`config.mk`:
```
export PLATFORM = sky130hd
export DESIGN_NAME = inert_spi_resp
export DESIGN_NICKNAME = d
export VERILOG_FILES = /design/src/rtl/inert_pkg.sv /design/src/rtl/spi_edge_sync.sv /design/src/rtl/inert_spi_resp.sv
export SDC_FILE = /design/constraint.sdc
export NUM_CORES = 1
export LEC_CHECK = 0
export ABC_AREA = 1
export BUFFER_PORTS_ARGS = -buffer_cell sky130_fd_sc_hd__buf_4
export CORE_AREA = 2 2 130 132
export CTS_BUF_LIST = sky130_fd_sc_hd__clkbuf_16
export CTS_CLUSTER_SIZE = 14
export DETAILED_ROUTE_END_ITERATION = 8
export DIE_AREA = 0 0 132 134
export PLACE_DENSITY = 0.6
export SETUP_SLACK_MARGIN = 0.4
export SLEW_MARGIN = 20
export SYNTH_ARGS = -nofsm -noshare
export SYNTH_HDL_FRONTEND = slang
export SYNTH_SLANG_ARGS = --single-unit
```
`constraint.sdc`:
```
create_clock -name clk -period 1.8 [get_ports clk]
set_clock_uncertainty 0.2 [all_clocks]
set_input_delay 0.18 -clock clk [delete_from_list [all_inputs] [get_ports clk]]
set_output_delay 0.18 -clock clk [all_outputs]
set_load 0.005 [all_outputs]
```
`src/rtl/inert_pkg.sv`:
```
// Shared register map and command-frame layout for the inertial-sensor SPI responder.
package inert_pkg;

  localparam logic [6:0] ADDR_INT1_CTRL = 7'h0D;
  localparam logic [6:0] ADDR_WHOAMI    = 7'h0F;
  localparam logic [6:0] ADDR_CTRL1     = 7'h10;
  localparam logic [6:0] ADDR_CTRL2     = 7'h11;
  localparam logic [6:0] ADDR_CTRL3     = 7'h14;
  localparam logic [6:0] ADDR_PTCH_L    = 7'h22;
  localparam logic [6:0] ADDR_PTCH_H    = 7'h23;
  localparam logic [6:0] ADDR_AZ_L      = 7'h2C;
  localparam logic [6:0] ADDR_AZ_H      = 7'h2D;

  typedef struct packed {
    logic       rd;
    logic [6:0] addr;
    logic [7:0] data;
  } spi_cmd_t;

endpackage

```
`src/rtl/spi_edge_sync.sv`:
```
// Two-flop synchronizer with an extra flop for edge detection; level and
// single-clk rise/fall pulses all live in the clk domain.
module spi_edge_sync (
  input  logic clk,
  input  logic rst_n,
  input  logic din,
  output logic lvl,
  output logic rise,
  output logic fall
);

  logic [2:0] sync;

  // Reset low: a pin already low at release never produces a fall pulse.
  always_ff @(posedge clk or negedge rst_n) begin
    if (!rst_n) sync <= 3'b000;
    else        sync <= {sync[1:0], din};
  end

  assign lvl  = sync[1];
  assign rise = sync[1] & ~sync[2];
  assign fall = ~sync[1] & sync[2];

endmodule

```
`src/rtl/inert_spi_resp.sv`:
```
// SPI mode-0 responder emulating the inertial sensor: 16-bit command frames,
// small config register file, latched pitch-rate/AZ samples and a new-sample INT.
module inert_spi_resp
  import inert_pkg::*;
#(
  parameter logic [7:0] WHOAMI     = 8'h6A,
  parameter int         INT_EN_BIT = 1
) (
  input  logic        clk,
  input  logic        rst_n,
  input  logic        SS_n,
  input  logic        SCLK,
  input  logic        MOSI,
  output logic        MISO,
  output logic        INT,
  input  logic [15:0] ptch_rt,
  input  logic [15:0] az,
  input  logic        smpl_vld
);

  logic        sclk_lvl_unused, sclk_rise, sclk_fall;
  logic        ss_lvl, ss_rise, ss_fall;
  logic [1:0]  mosi_sync;
  logic        frame_act;
  logic [15:0] rx;
  logic [4:0]  cnt;
  logic [7:0]  tx;
  logic [7:0]  int1_ctrl, ctrl1, ctrl2, ctrl3;
  logic [15:0] ptch_q, az_q, ptch_pend, az_pend;
  logic        pend, cap_q, rd_clr_q;
  logic [7:0]  rd_data;
  logic        commit, wr_en, rd_done;
  spi_cmd_t    cmd;

  spi_edge_sync u_sclk_sync (
    .clk(clk), .rst_n(rst_n), .din(SCLK),
    .lvl(sclk_lvl_unused), .rise(sclk_rise), .fall(sclk_fall)
  );

  spi_edge_sync u_ss_sync (
    .clk(clk), .rst_n(rst_n), .din(SS_n),
    .lvl(ss_lvl), .rise(ss_rise), .fall(ss_fall)
  );

  // Same depth as the SCLK path, so the bit is aligned with the rise pulse.
  always_ff @(posedge clk or negedge rst_n) begin
    if (!rst_n) mosi_sync <= 2'b00;
    else        mosi_sync <= {mosi_sync[0], MOSI};
  end

  assign cmd = rx;

  // Only a fall seen after reset opens a frame; a frame in flight at release is ignored.
  always_ff @(posedge clk or negedge rst_n) begin
    if (!rst_n) begin
      frame_act <= 1'b0;
      rx        <= '0;
      cnt       <= '0;
      tx        <= '0;
    end else if (ss_fall) begin
      frame_act <= 1'b1;
      cnt       <= '0;
      tx        <= '0;
    end else if (ss_rise) begin
      frame_act <= 1'b0;
      cnt       <= '0;
    end else if (frame_act) begin
      if (sclk_rise && cnt != 5'd16) begin
        rx  <= {rx[14:0], mosi_sync[1]};
        cnt <= cnt + 5'd1;
      end
      if (sclk_fall) begin
        if (cnt == 5'd8)     tx <= rx[7] ? rd_data : 8'h00;
        else if (cnt > 5'd8) tx <= {tx[6:0], 1'b0};
      end
    end
  end

  always_comb begin
    rd_data = 8'h00;
    case (rx[6:0])
      ADDR_INT1_CTRL: rd_data = int1_ctrl;
      ADDR_WHOAMI:    rd_data = WHOAMI;
      ADDR_CTRL1:     rd_data = ctrl1;
      ADDR_CTRL2:     rd_data = ctrl2;
      ADDR_CTRL3:     rd_data = ctrl3;
      ADDR_PTCH_L:    rd_data = ptch_q[7:0];
      ADDR_PTCH_H:    rd_data = ptch_q[15:8];
      ADDR_AZ_L:      rd_data = az_q[7:0];
      ADDR_AZ_H:      rd_data = az_q[15:8];
      default:        rd_data = 8'h00;
    endcase
  end

  assign commit  = ss_rise & frame_act & (cnt == 5'd16);
  assign wr_en   = commit & ~cmd.rd;
  assign rd_done = commit & cmd.rd;

  always_ff @(posedge clk or negedge rst_n) begin
    if (!rst_n) begin
      int1_ctrl <= '0;
      ctrl1     <= '0;
      ctrl2     <= '0;
      ctrl3     <= '0;
      rd_clr_q  <= 1'b0;
    end else begin
      rd_clr_q <= rd_done && (cmd.addr == ADDR_AZ_H);
      if (wr_en) begin
        case (cmd.addr)
          ADDR_INT1_CTRL: int1_ctrl <= cmd.data;
          ADDR_CTRL1:     ctrl1     <= cmd.data;
          ADDR_CTRL2:     ctrl2     <= cmd.data;
          ADDR_CTRL3:     ctrl3     <= cmd.data;
          default:        ;
        endcase
      end
    end
  end

  // Samples arriving mid-frame are parked and applied at SS_n rise so served bytes stay stable.
  always_ff @(posedge clk or negedge rst_n) begin
    if (!rst_n) begin
      ptch_q    <= '0;
      az_q      <= '0;
      ptch_pend <= '0;
      az_pend   <= '0;
      pend      <= 1'b0;
      cap_q     <= 1'b0;
    end else begin
      cap_q <= 1'b0;
      if (smpl_vld && ss_lvl) begin
        ptch_q <= ptch_rt;
        az_q   <= az;
        pend   <= 1'b0;
        cap_q  <= 1'b1;
      end else begin
        if (smpl_vld) begin
          ptch_pend <= ptch_rt;
          az_pend   <= az;
          pend      <= 1'b1;
        end
        if (ss_rise && pend) begin
          ptch_q <= ptch_pend;
          az_q   <= az_pend;
          pend   <= 1'b0;
          cap_q  <= 1'b1;
        end
      end
    end
  end

  always_ff @(posedge clk or negedge rst_n) begin
    if (!rst_n)                               INT <= 1'b0;
    else if (cap_q && int1_ctrl[INT_EN_BIT]) INT <= 1'b1;
    else if (rd_clr_q)                        INT <= 1'b0;
  end

  assign MISO = ~SS_n & tx[7];

endmodule

```
==> out/metrics.yaml <==
logic_synthesis:
  synth_commonest_cells: "184 x nand2_1, 138 x dfrtp_1, 117 x o21ai_0"
  yosysUniqueCellTypes: 34
  ys_seq_elements: 138
  synth_edf_count: 0
  synth_top_family_by_area: "simple AND/OR/NAND/NOR gates"
  syn_inst: 768
  yosys.area.top_type_share_pct: 53.7
  avgSynthCellArea_um2: 8.38
  yosys_warnings: 0
  netlist_area_um2: 6430
  synth-simple-area-share_pct: 23.8
  synth_xor_area_share_pct: 0
  async_flop_share_pct: 100
  yosysTopAreaCell: "dfrtp_1"
  synthTopCellsByArea: "dfrtp_1 54%, nand2_1 11%, o21ai_0 9.1%, nand3_1 4.9%, inv_1 4.4%"
  synth-main-ff-cell: "dfrtp_1"
  yosysMostFrequentCell: "nand2_1"
  synth_fp_nets: 810
  yosys.area_share.adder_pct: 0.778
  synthMuxAreaShare_pct: 0.350
  ys_seq_area_share_pct: 53.7
  synth_compound_area_share_pct: 13.8
finish:
  antennaDiodeCount: 0
  fillers: 1376
  fin_util_pct: 59.5
  areaGrowthSynthToFinish_pct: 50.7
  finalNetCount: 967
  stdcell_count: 1157
  drive_gt1_share_pct: 36.9
floorplan:
  rows: 47
  dieArea_um2: 17700
  start_util_pct: 39.5
  core_um2: 16300
  chipHeight_um: 134
  fp.dieW_um: 132
  io_pins: 40
pwr:
  design_power_total_mw: 8.99
  p_leak_nw: 4.62
  peakVddDrop_uv: 765
  powerDensity_nw_per_um2: 927
global_routing:
  grt_pass1_wl_mm: 30.3
  grt_pass1_vias: 5941
  track_usage_pct: 21.9
  grt_start_max_net_pins: 45
  antenna_found_initial: 0
  overflow: 0
critical_path:
  critPathMaxStageDelay_ns: 0.38
  ff2ff_path_depth: 11
  worstPathRequired_ns: 1.91
  cp-end-kind: "flip-flop"
  worstPathMaxFanout: 8
  crit_type: "reg -> reg"
  critPathTopFamily: "simple AND/OR/NAND/NOR gates"
  cp.depth: 11
  path_cells: "inv_2, ha_4, inv_2, nor2_4, nand3_4, nor3_4, buf_4, nand3_4, buf_12, nand2_4, o21ai_2"
  arrival_ns: 1.97
  crit_buf_inv: 4
  start_kind: "flip-flop"
  cp_slowest_cell: "dfrtp_1"
timing:
  rsz0062_at_grt: "true"
  fin_crit_ns: 1.86
  worstMarginPinSlew_ns: 0.478
  whs_ns: 0.0469
  final_hold_viol_count: 0
  fin_setup_tns_ns: -0.806
  worst_slack_ns: -0.0604
  finalSetupViolations: 22
  relSlewSlack_pct: 67.9
  finalCritPeriodShare_pct: 103
  drv_slew: 0
  timing.fmax_mhz: 538
run:
  max_cap_viol_count: 0
clock_tree:
  clkTransAtPathRegs_ns: 0.06
  cts_htree_levels: 4
  clkLatencyLatePin_ns: 0.42
  cts_tree: "yes"
  clockBufferDepth: 2
  cts_buffers: 17
  clock_sinks: 138
  root_buffer: "clkbuf_16"
routing:
  finalWirelength_mm: 18.7
  drc: 0
  ant_nets: 0
  drtIter0Drc: 344
  wl_per_cell_um: 16.1
  first_pass_iters: 5
  via_per_inst: 4.99
  num_vias: 5775
worst_hold_path:
  worstHoldPathType: "in -> async"
placement:
  dp_cells: 1045
  hpwl_mm: 11.2
  port_buffers: 39
  place_congestion: 0.845
outcome:
  status: "finished with violations"
  violations: "setup timing"
## cells in the final DEF, fill, tap and decap left out, drive strengths merged
cell,instances
a21boi,1
a21o,1
a21oi,7
buf,123
bufinv,4
clkbuf,18
clkinv,10
clkinvlp,1
dfrtp,138
dlygate4sd3,36
dlymetal6s4s,1
ha,4
inv,89
mux2,2
nand2,193
nand3,68
nand4,1
nor2,77
nor3,3
nor3b,1
nor4,5
o21a,2
o21ai,134
o221ai,4
o22ai,14
## routing by layer
metal / wire [µm] / vias to the layer above / track usage (%)
li1: - / 2827 / -
met1: 8250 / 2758 / 28.1
met2: 9130 / 141 / 35.9
met3: 731 / 49 / 4.72
met4: 562 / 0 / 9.66
met5: 0 / - / 0
## state kept, by name, indices dropped and copies added, names as in the netlist, 2 cells and up
name and cells:
tx 8, az_q 16, u_sclk_sync.sync 3, int1_ctrl 8, ctrl3 8, ctrl1 8
ptch_q 16, cnt 5, ctrl2 8, az_pend 16, u_ss_sync.sync 3, cmd 16
mosi_sync 2, ptch_pend 16
## worst reg2reg max path: cells and delay by family, from the launching register on
| kind | cells | cell delay (ns) |
|---|---|---|
| buffers and inverters | 4 | 0.47 |
| DFF | 1 | 0.38 |
| AOI/OAI and AO/OA | 1 | 0.05 |
| adders and majority gates | 1 | 0.13 |
| and+or+nand+nor | 5 | 0.53 |
## power breakdown
part | total [mW] | internal, mW | switching (mW)
combinational | 1.71 | 0.785 | 0.923
sequential | 3.72 | 3.43 | 0.291
clock | 3.57 | 2.27 | 1.30
## worst paths after layout
check	from	end	slack (ns)
setup reg to reg	cnt[0]$_DFFE_PN0P_	int1_ctrl[1]$_DFFE_PN0P_	-0.06
hold / removal	rst_n	cmd[11]$_DFFE_PN0P_	0.05
hold reg to reg	mosi_sync[0]$_DFF_PN0_	mosi_sync[1]$_DFF_PN0_	0.15
min in group clk	mosi_sync[0]$_DFF_PN0_	mosi_sync[1]$_DFF_PN0_	0.15
setup / recovery	cnt[0]$_DFFE_PN0P_	int1_ctrl[1]$_DFFE_PN0P_	-0.06
max in group asynchronous	rst_n	u_ss_sync.sync[1]$_DFF_PN0_	0.67
## through the flow
stage / cell area [µm²] / worst slack, ns
6_report: 9700 / -0.0604
5_1_grt: 9700 / -0.160
4_1_cts: 9250 / -0.0297
3_5_place_dp: 7330 / -0.0684
3_3_place_gp: 7330 / -0.0387
2_1_floorplan: 6520 / -0.00360
## cells by family after synthesis
kind of cell,after synthesis
multiplexers,2
buffers and inverters,115
AND/OR/NAND/NOR,346
adder cells (fa/ha/maj),4
AO/OA/AOI/OAI,163
flip-flops,138
## layout make-up
type | count | area [µm²] | area share [%]
repair inverters | 3 | 48.8 | 0.503
clock inverters | 14 | 164 | 1.69
flip-flops and latches | 138 | 3460 | 35.7
multi-input cells | 517 | 3350 | 34.5
inverters | 87 | 347 | 3.57
clock buffers | 17 | 425 | 4.39
well taps | 220 | 275 | 2.84
repair buffers | 161 | 1630 | 16.8
## repair_timing
item	in CTS	in global routing
pin swaps	31	38
setup endpoints to repair	124	119
gates cloned	8	4
resized for setup	180	94
hold buffers	37	0
setup buffers	22	10
hold endpoints to repair	206	0
Power figures use the tool's default switching activity.
